$ cat src/rtl/bsg_link_arb_pkg.sv
// Shared geometry helpers and flit layout for the link channel arbiter.
// The flit is {channel id, payload}; the id sits in the upper bits.
package bsg_link_arb_pkg;

    localparam int def_num_in_lp      = 4;
    localparam int def_payload_width_lp = 62;

    function automatic int id_width(input int num_in);
        return (num_in <= 1) ? 1 : $clog2(num_in);
    endfunction

    function automatic int credit_width(input int credit_max);
        return $clog2(credit_max + 1);
    endfunction

    // Flit view for the default geometry. The top declares its own copy sized from its parameters.
    typedef struct packed {
        logic [id_width(def_num_in_lp)-1:0] id;
        logic [def_payload_width_lp-1:0]    payload;
    } bsg_link_flit_t;

endpackage

$ cat src/rtl/bsg_link_rr_arb.sv
// Round-robin arbiter: the first requester at or above the pointer wins.
// The pointer moves to winner+1 only when a grant is issued.
module bsg_link_rr_arb
    import bsg_link_arb_pkg::*;
#(
    parameter int num_in_p    = 4,
    parameter int id_width_lp = id_width(num_in_p)
) (
    input  logic                   clk_i,
    input  logic                   rst_n_i,
    input  logic [num_in_p-1:0]    req_i,
    input  logic                   en_i,
    output logic [num_in_p-1:0]    grant_o,
    output logic [id_width_lp-1:0] grant_id_o
);

    logic [id_width_lp-1:0] ptr_q, ptr_d;
    logic [id_width_lp-1:0] win_id;
    logic [id_width_lp-1:0] idx;
    logic                   found;
    int                     k;

    always_comb begin
        win_id = '0;
        found  = 1'b0;
        idx    = '0;
        k      = 0;
        for (int off = 0; off < num_in_p; off++) begin
            k = int'(ptr_q) + off;
            if (k >= num_in_p) k = k - num_in_p;
            idx = id_width_lp'(k);
            if (!found && req_i[idx]) begin
                found  = 1'b1;
                win_id = idx;
            end
        end
    end

    always_comb begin
        grant_o = '0;
        ptr_d   = ptr_q;
        if (en_i && found) begin
            grant_o = {{(num_in_p-1){1'b0}}, 1'b1} << win_id;
            ptr_d   = (win_id == id_width_lp'(num_in_p - 1)) ? '0 : win_id + 1'b1;
        end
    end

    assign grant_id_o = win_id;

    always_ff @(posedge clk_i or negedge rst_n_i) begin
        if (!rst_n_i) ptr_q <= '0;
        else          ptr_q <= ptr_d;
    end

endmodule

$ cat src/rtl/bsg_link_channel_arbiter.sv
// Shares one upstream core-side link channel among num_in_p requesters,
// with round-robin arbitration, per-channel far-end credits and id tagging.
module bsg_link_channel_arbiter
    import bsg_link_arb_pkg::*;
#(
    parameter int num_in_p        = 4,
    parameter int payload_width_p = 62,
    parameter int credit_max_p    = 8,
    localparam int id_width_lp     = id_width(num_in_p),
    localparam int credit_width_lp = credit_width(credit_max_p)
) (
    input  logic                                  core_clk_i,
    input  logic                                  core_link_reset_n_i,
    input  logic                                  en_i,
    input  logic [num_in_p*payload_width_p-1:0]   req_data_i,
    input  logic [num_in_p-1:0]                   req_v_i,
    output logic [num_in_p-1:0]                   req_yumi_o,
    output logic [id_width_lp+payload_width_p-1:0] link_data_o,
    output logic                                  link_v_o,
    input  logic                                  link_ready_i,
    input  logic                                  credit_v_i,
    input  logic [id_width_lp-1:0]                credit_id_i,
    output logic [num_in_p*credit_width_lp-1:0]   credit_cnt_o,
    output logic                                  overflow_o
);

    typedef struct packed {
        logic [id_width_lp-1:0]     id;
        logic [payload_width_p-1:0] payload;
    } flit_t;

    // Handshake: the output flit moves when link_v_o & link_ready_i; while valid and
    // not ready it holds steady. A requester's payload is consumed in the cycle its
    // req_yumi_o bit is high, and it must hold req_v_i/req_data_i until then.
    flit_t                      flit_q, flit_d;
    logic                       link_v_q, link_v_d;
    logic [credit_width_lp-1:0] credit_q [num_in_p];
    logic [credit_width_lp-1:0] credit_d [num_in_p];
    logic                       overflow_q, overflow_d;

    logic [num_in_p-1:0]        eligible;
    logic [num_in_p-1:0]        grant;
    logic [id_width_lp-1:0]     grant_id;
    logic                       arb_en;
    logic                       grant_v;
    logic [payload_width_p-1:0] payload_sel;
    logic                       ret_in_range;

    always_comb begin
        for (int i = 0; i < num_in_p; i++) begin
            eligible[i] = req_v_i[i] && (credit_q[i] != '0);
        end
    end

    // Gating on reset keeps yumi low while the block is held in reset.
    assign arb_en = en_i && (!link_v_q || link_ready_i) && core_link_reset_n_i;

    bsg_link_rr_arb #(
        .num_in_p    (num_in_p),
        .id_width_lp (id_width_lp)
    ) u_rr_arb (
        .clk_i      (core_clk_i),
        .rst_n_i    (core_link_reset_n_i),
        .req_i      (eligible),
        .en_i       (arb_en),
        .grant_o    (grant),
        .grant_id_o (grant_id)
    );

    assign grant_v    = |grant;
    assign req_yumi_o = grant;

    always_comb begin
        payload_sel = '0;
        for (int i = 0; i < num_in_p; i++) begin
            if (grant_id == id_width_lp'(i)) payload_sel = req_data_i[i*payload_width_p +: payload_width_p];
        end
    end

    always_comb begin
        flit_d   = flit_q;
        link_v_d = link_v_q;
        if (grant_v) begin
            flit_d.id      = grant_id;
            flit_d.payload = payload_sel;
            link_v_d       = 1'b1;
        end else if (link_ready_i) begin
            link_v_d = 1'b0;
        end
    end

    assign ret_in_range = (32'(credit_id_i) < num_in_p);

    // A grant only happens on a nonzero counter, so decrement never wraps.
    always_comb begin
        overflow_d = overflow_q;
        if (credit_v_i && !ret_in_range) overflow_d = 1'b1;
        for (int i = 0; i < num_in_p; i++) begin
            credit_d[i] = credit_q[i];
            if (credit_v_i && ret_in_range && credit_id_i == id_width_lp'(i)) begin
                if (!grant[i]) begin
                    if (credit_q[i] == credit_width_lp'(credit_max_p)) overflow_d = 1'b1;
                    else credit_d[i] = credit_q[i] + 1'b1;
                end
            end else if (grant[i]) begin
                credit_d[i] = credit_q[i] - 1'b1;
            end
        end
    end

    always_ff @(posedge core_clk_i or negedge core_link_reset_n_i) begin
        if (!core_link_reset_n_i) begin
            flit_q     <= '0;
            link_v_q   <= 1'b0;
            overflow_q <= 1'b0;
            for (int i = 0; i < num_in_p; i++) credit_q[i] <= credit_width_lp'(credit_max_p);
        end else begin
            flit_q     <= flit_d;
            link_v_q   <= link_v_d;
            overflow_q <= overflow_d;
            for (int i = 0; i < num_in_p; i++) credit_q[i] <= credit_d[i];
        end
    end

    always_comb begin
        for (int i = 0; i < num_in_p; i++) begin
            credit_cnt_o[i*credit_width_lp +: credit_width_lp] = credit_q[i];
        end
    end

    assign link_data_o = flit_q;
    assign link_v_o    = link_v_q;
    assign overflow_o  = overflow_q;

endmodule

$ cat config.mk
export PLATFORM = sky130hd
export DESIGN_NAME = bsg_link_channel_arbiter
export DESIGN_NICKNAME = d
export VERILOG_FILES = /design/src/rtl/bsg_link_arb_pkg.sv /design/src/rtl/bsg_link_rr_arb.sv /design/src/rtl/bsg_link_channel_arbiter.sv
export SDC_FILE = /design/constraint.sdc
export NUM_CORES = 1
export LEC_CHECK = 0
export CAP_MARGIN = 20
export CORE_ASPECT_RATIO = 1.2
export CORE_MARGIN = 1
export CORE_UTILIZATION = 31
export CTS_BUF_LIST = sky130_fd_sc_hd__clkbuf_4 sky130_fd_sc_hd__clkbuf_8
export CTS_CLUSTER_SIZE = 28
export DETAILED_ROUTE_END_ITERATION = 6
export PLACE_DENSITY = 0.82
export SYNTH_ARGS = -nofsm -noshare
export SYNTH_HDL_FRONTEND = slang
export SYNTH_SLANG_ARGS = --single-unit
$ cat constraint.sdc
create_clock -name core_clk_i -period 2.9 [get_ports core_clk_i]
set_input_delay 0.435 -clock core_clk_i [delete_from_list [all_inputs] [get_ports core_clk_i]]
set_output_delay 0.435 -clock core_clk_i [all_outputs]
set_load 0.05 [all_outputs]
==> flow_summary.json, run 1 <==
{
  "final_cell_mix": "clkdlybuf4s50_1, a21oi_1, dfrtp_1, nor3_1, nor2b_1",
  "synth-async-reset-ratio_pct": 100,
  "status": "finished with violations",
  "yosysTopAreaCell": "dfrtp_1",
  "seq_area_frac_synth_pct": 37.9,
  "tritoncts": "yes",
  "tightest_slew_ns": 0.642,
  "antenna_cells": 0,
  "cts_buffer_depth": 2,
  "viasPerCell": 5.42,
  "critPathKind": "register to output pin",
  "hold_viol_final": 0,
  "finClkSkew_ns": 0.0165,
  "grt_max_degree": 67,
  "fin_ws_ns": -0.131,
  "violations": "negative setup slack",
  "initial_core_util_pct": 31.7,
  "vias": 6869,
  "ys_warn_count": 0,
  "cts_max_level": 3,
  "synthTopCellsByArea": "dfrtp_1, a21oi_1, a221oi_1",
  "wire_per_inst_um": 19.2,
  "io_buffers": 344,
  "design.core.area_um2": 17600,
  "crit_path_start_kind": "register",
  "holdCritPathClass": "input pin to asynchronous set/reset pin",
  "synth_cells": 655,
  "final_common_cell": "clkdlybuf4s50_1",
  "place_hpwl_um": 16100,
  "first_pass_iters": 5,
  "pin_count": 345,
  "p_leak_nw": 4.23,
  "first_global_vias": 6566,
  "ir_drop_uv": 707,
  "final.min_clock_period_ns": 3.03,
  "grt_pass1_wl_um": 33000,
  "ys.flop_type": "dfrtp_1",
  "die_x_um": 124,
  "postRouteAntennaNets": 0,
  "path_delay_family": "compound AO/OA/AOI/OAI gates",
  "rows": 53,
  "syn_area_um2": 5570,
  "ys_ff_latch": 84,
  "numClockSinks": 84,
  "fin_hold_ws_ns": 0.418,
  "grt_setup_unrepaired": "true",
  "gp_congestion": 0.831,
  "drtIter0Drc": 355,
  "grt_antenna_before_repair": 0,
  "cap_viol_max_count": 0,
  "crit_chain": "o41ai_4, buf_4, nor2_2, a211oi_2, and2_4, buf_6, ha_4, and3_4, buf_12",
  "drcViolationCount": 0,
  "synthesis.nets": 930,
  "max_stage_delay_ns": 0.43,
  "die_h_um": 149,
  "clk_pin_slew_ns": 0.08,
  "drv_slew": 0,
  "clock_latency_ns": 0.37,
  "syn2layout_area_growth_pct": 96.9,
  "cts_root_buf": "clkbuf_8",
  "cts_inserted_buffers": 9,
  "synth_cell_types": 50,
  "grtUsageTotal_pct": 22.5,
  "power_w": 0.0143,
  "fmax_ghz": 0.330,
  "crit_slowest_cell": "dfrtp_2",
  "required_ns": 2.47,
  "wirelength_um": 24400,
  "setup_viol": 38,
  "avgSynthCellArea_um2": 8.50,
  "timing.final.crit_share_pct": 105,
  "drive_gt1_share_pct": 21.1,
  "arrival_ns": 2.60,
  "yosysTopAreaCellShare_pct": 36.0,
  "powerDensity_nw_per_um2": 1310,
  "crit_buf_inv": 3,
  "synth_edf_count": 0,
  "worstPathMaxFanout": 5,
  "relSlewSlack_pct": 57.1,
  "crit_path_end_kind": "output pin",
  "dieArea_um2": 18500,
  "overflow": 0,
  "nets": 1317
}
[state kept, by name (all words and copies together), names as in the netlist]
signal,cells
link_v_o,1
link_data_o,64
credit_cnt_o,16
overflow_o,1
u_rr_arb.ptr_q,2
[synthesized netlist by cell type, drive strengths merged (2+ instances only)]
| cell | instances |
|---|---|
| a21oi | 132 |
| dfrtp | 80 |
| nor3 | 72 |
| nor2 | 64 |
| nor2b | 62 |
| a221oi | 61 |
| clkbuf | 52 |
| nand2 | 13 |
| ha | 12 |
| mux2 | 10 |
| buf | 9 |
| inv | 8 |
| and3 | 7 |
| mux2i | 7 |
| a22o | 5 |
| o21ai | 5 |
| a21o | 4 |
| dfstp | 4 |
| fa | 4 |
| o41ai | 4 |
| xnor2 | 4 |
| xor2 | 4 |
| nand3 | 3 |
| nand3b | 3 |
| a211oi | 2 |
| and2 | 2 |
| nand4 | 2 |
| nor3b | 2 |
| o22ai | 2 |
| or3 | 2 |
[area by class of cell]
type	count	area [um2]
Fill cell	1420	6610
Inverter	8	35.0
Clock buffer	12	146
Sequential cell	84	2120
Timing Repair Buffer	437	4560
Multi-Input combinational cell	502	3750
Tap cell	220	275
Clock inverter	4	73.8
[final timing paths]
kind	slack, ns	depth (start not counted)	to	from
min reg2reg	0.51	1	link_data_o[60]	link_data_o[60]
min	0.42	2	link_v_o	core_link_reset_n_i
max reg2reg	-0.08	13	link_data_o[63]	credit_cnt_o[11]
min in group core_clk_i	0.51	1	link_data_o[60]	link_data_o[60]
max	-0.13	9	req_yumi_o[1]	credit_cnt_o[10]
max in group asynchronous	1.12	4	credit_cnt_o[9]	core_link_reset_n_i
[logic make-up after synthesis]
family / Yosys count / synth area share [%]
AND/OR/NAND/NOR: 236 / 21.7
AO/OA/AOI/OAI: 225 / 26.9
buffers and inverters: 69 / 4.83
XOR/XNOR: 8 / 1.26
flip-flops: 84 / 37.9
multiplexers: 17 / 3.28
adder cells (fa/ha/maj): 16 / 4.14
[what timing repair did]
item / 4_1_cts / 5_1_grt
hold endpoints to repair: 3 / 0
gates cloned: 0 / 11
buffers inserted: 12 / 19
hold buffers: 1 / 0
endpoints found under the setup margin: 68 / 69
resized for setup: 27 / 98
pin swaps: 11 / 41
[metal layers]
metal | up-vias | global-route usage (%) | part of all wire [%]
met5 | - | 0 | 0
met3 | 64 | 4.70 | 5.7
met1 | 3302 | 25.9 | 39
met4 | 0 | 9.52 | 3.9
li1 | 3201 | - | -
met2 | 302 | 40.3 | 51
[stage by stage]
| stage | instances | TNS (ns) | utilization [%] | area (um2) | worst slack, ns |
|---|---|---|---|---|---|
| 2_1_floorplan | 655 | -0.00238 | - | 5620 | -0.00238 |
| 3_3_place_gp | 1214 | -7.26 | 54.9 | 9650 | -0.296 |
| 3_5_place_dp | 1214 | -13.03 | 54.9 | 9650 | -0.333 |
| 4_1_cts | 1242 | -0.0953 | 57.4 | 10100 | -0.0428 |
| 5_1_grt | 1267 | -8.84 | 62.4 | 11000 | -0.221 |
| 6_report | 1267 | -1.40 | 62.4 | 11000 | -0.131 |
[power breakdown]
part	internal (W)	switching (W)	total, W	leakage (nW)
clock network	0.000515	0.000442	0.000958	0.115
registers	0.00182	0.000475	0.00229	0.948
logic	0.00479	0.00628	0.0111	3.16
(Power assumes the default switching activity.)
==> inputs of run 2 (changes only) <==
--- a/config.mk
+++ b/config.mk
@@ -5,6 +5,7 @@
 export SDC_FILE = /design/constraint.sdc
 export NUM_CORES = 1
 export LEC_CHECK = 0
+export ABC_CLOCK_PERIOD_IN_PS = 2900
 export CAP_MARGIN = 20
 export CORE_ASPECT_RATIO = 1.2
 export CORE_MARGIN = 1
==> results of run 2 <==
The final DEF is identical to that of run 1; final timing and power are the same.
==> inputs of run 3 (changes only) <==
--- a/config.mk
+++ b/config.mk
@@ -14,6 +14,7 @@
 export CTS_CLUSTER_SIZE = 28
 export DETAILED_ROUTE_END_ITERATION = 6
 export PLACE_DENSITY = 0.82
+export SLEW_MARGIN = 20
 export SYNTH_ARGS = -nofsm -noshare
 export SYNTH_HDL_FRONTEND = slang
 export SYNTH_SLANG_ARGS = --single-unit
==> constraint.sdc (replaced) <==
create_clock -name core_clk_i -period 2.9 [get_ports core_clk_i]
set_input_delay 0.29 -clock core_clk_i [delete_from_list [all_inputs] [get_ports core_clk_i]]
set_output_delay 0.29 -clock core_clk_i [all_outputs]
set_load 0.05 [all_outputs]
==> run 3 against run 2 <==
Compared with the run above: the run now ends clean; sequential share of layout area is 0.70 points higher; global-route usage is 0.12 points lower; routed wire length is 3.1% lower; critical path type unchanged; critical endpoint is now req_yumi_o[2]; largest cell class unchanged; largest power group unchanged.
==> flow_summary.json, run 3 (synthesis results as in run 1) <==
{
  "postRouteAntennaNets": 0,
  "design.core.area_um2": 17600,
  "crit_path_end_kind": "output pin",
  "gp_congestion": 0.842,
  "critPathKind": "register to output pin",
  "hold_viol_final": 0,
  "tritoncts": "yes",
  "setup_viol": 0,
  "final_cell_mix": "clkdlybuf4s50_1, a21oi_1, dfrtp_1, nor3_1, nor2_1",
  "cap_viol_max_count": 0,
  "numClockSinks": 84,
  "relSlewSlack_pct": 58.3,
  "cts_max_level": 3,
  "post-place-ws_ns": -0.151,
  "cts_root_buf": "clkbuf_8",
  "worstPathMaxFanout": 6,
  "dieArea_um2": 18500,
  "pin_count": 345,
  "place_hpwl_um": 16100,
  "nets": 1297,
  "holdCritPathClass": "input pin to asynchronous set/reset pin",
  "first_global_vias": 6470,
  "drcViolationCount": 0,
  "drtIter0Drc": 306,
  "wirelength_um": 23600,
  "clock_latency_ns": 0.37,
  "ir_drop_uv": 699,
  "final_common_cell": "clkdlybuf4s50_1",
  "viasPerCell": 5.43,
  "grt_max_degree": 73,
  "dp_cells": 1208,
  "required_ns": 2.61,
  "drive_gt1_share_pct": 16.8,
  "fmax_ghz": 0.346,
  "status": "finished, final reports clean",
  "timing.final.crit_share_pct": 99.6,
  "rows": 53,
  "fin_ws_ns": 0.0113,
  "first_pass_iters": 5,
  "io_buffers": 344,
  "wire_per_inst_um": 18.9,
  "grt_setup_unrepaired": "true",
  "grt_antenna_before_repair": 0,
  "grtUsageTotal_pct": 22.4,
  "crit_path_start_kind": "register",
  "grt_pass1_wl_um": 32700,
  "die_x_um": 124,
  "arrival_ns": 2.60,
  "stdcell_count": 1247,
  "vias": 6767,
  "cts_inserted_buffers": 9,
  "fillers": 1487,
  "initial_core_util_pct": 31.7,
  "p_leak_nw": 4.05,
  "finClkSkew_ns": 0.0140,
  "overflow": 0,
  "cts_buffer_depth": 2,
  "syn2layout_area_growth_pct": 90.0,
  "antenna_cells": 0,
  "final.min_clock_period_ns": 2.89,
  "largest_reg_flops": 64,
  "powerDensity_nw_per_um2": 1290,
  "tightest_slew_ns": 0.624,
  "drv_slew": 0,
  "die_h_um": 149,
  "clk_pin_slew_ns": 0.09
}
## run 3: area by class of cell
class	count	area, um2	share of cell area, %
clock inverter	4	50.0	0.473
inverter	8	30.0	0.284
sequential	84	2120	20.0
clock buffer	12	146	1.38
multi-input combinational	502	3610	34.1
timing repair buffer	417	4340	41.1
tap	220	275	2.60
## run 3: critical path, stage by stage (launching register included)
cell	delay (ns)
dfrtp_2	0.43
o41ai_4	0.46
buf_4	0.19
o21ai_1	0.09
and2_4	0.20
inv_2	0.07
buf_4	0.12
ha_4	0.24
and3_4	0.28
buf_12	0.15
## run 3: report_power, final
part / internal [W] / total (W) / switching, W
combinational: 0.00444 / 0.0105 / 0.00605
clock: 0.000427 / 0.000876 / 0.000449
sequential: 0.00182 / 0.00226 / 0.000448
total: 0.00669 / 0.0136 / 0.00695
## run 3: metal layers
metal  up-vias  routed length (um)  GRT usage, %
met5         -                   0             0
met4         0                 720          9.10
met3        48                1490          4.95
met2       312               12100          40.3
met1      3248                9280          25.6
li1       3159                   -             -
## run 3: path summary, 6_finish.rpt
path                                     start              end  slack [ns]  cells past startpoint
setup reg to reg              credit_cnt_o[10]  link_data_o[19]        0.02                     15
setup / recovery               credit_cnt_o[6]    req_yumi_o[2]        0.01                      9
hold / removal             core_link_reset_n_i         link_v_o        0.27                      2
min in group core_clk_i             overflow_o       overflow_o        0.48                      1
max in group asynchronous  core_link_reset_n_i  credit_cnt_o[4]        1.22                      4
hold reg to reg                     overflow_o       overflow_o        0.48                      1
## run 3: repair_timing
action,in CTS,in global routing
setup endpoints to repair,68,72
hold buffers,1,0
buffers inserted,11,8
cloned,0,7
pin swaps,7,27
hold endpoints to repair,3,0
resized for setup,20,62
## run 3: through the flow
stage	hold WS (ns)	area (um2)	TNS, ns	power, W	util (%)
final	0.266	10600	0	0.0136	60.2
after global routing	0.250	10600	-2.69	0.0145	60.2
after CTS	0.235	10000	-0.00295	0.0125	57.0
after detailed placement	0.102	9630	-2.71	0.0114	54.8
after global placement	0.102	9630	-0.186	0.0112	54.8
after floorplan	-0.00559	5620	-0.00238	0.00802	-
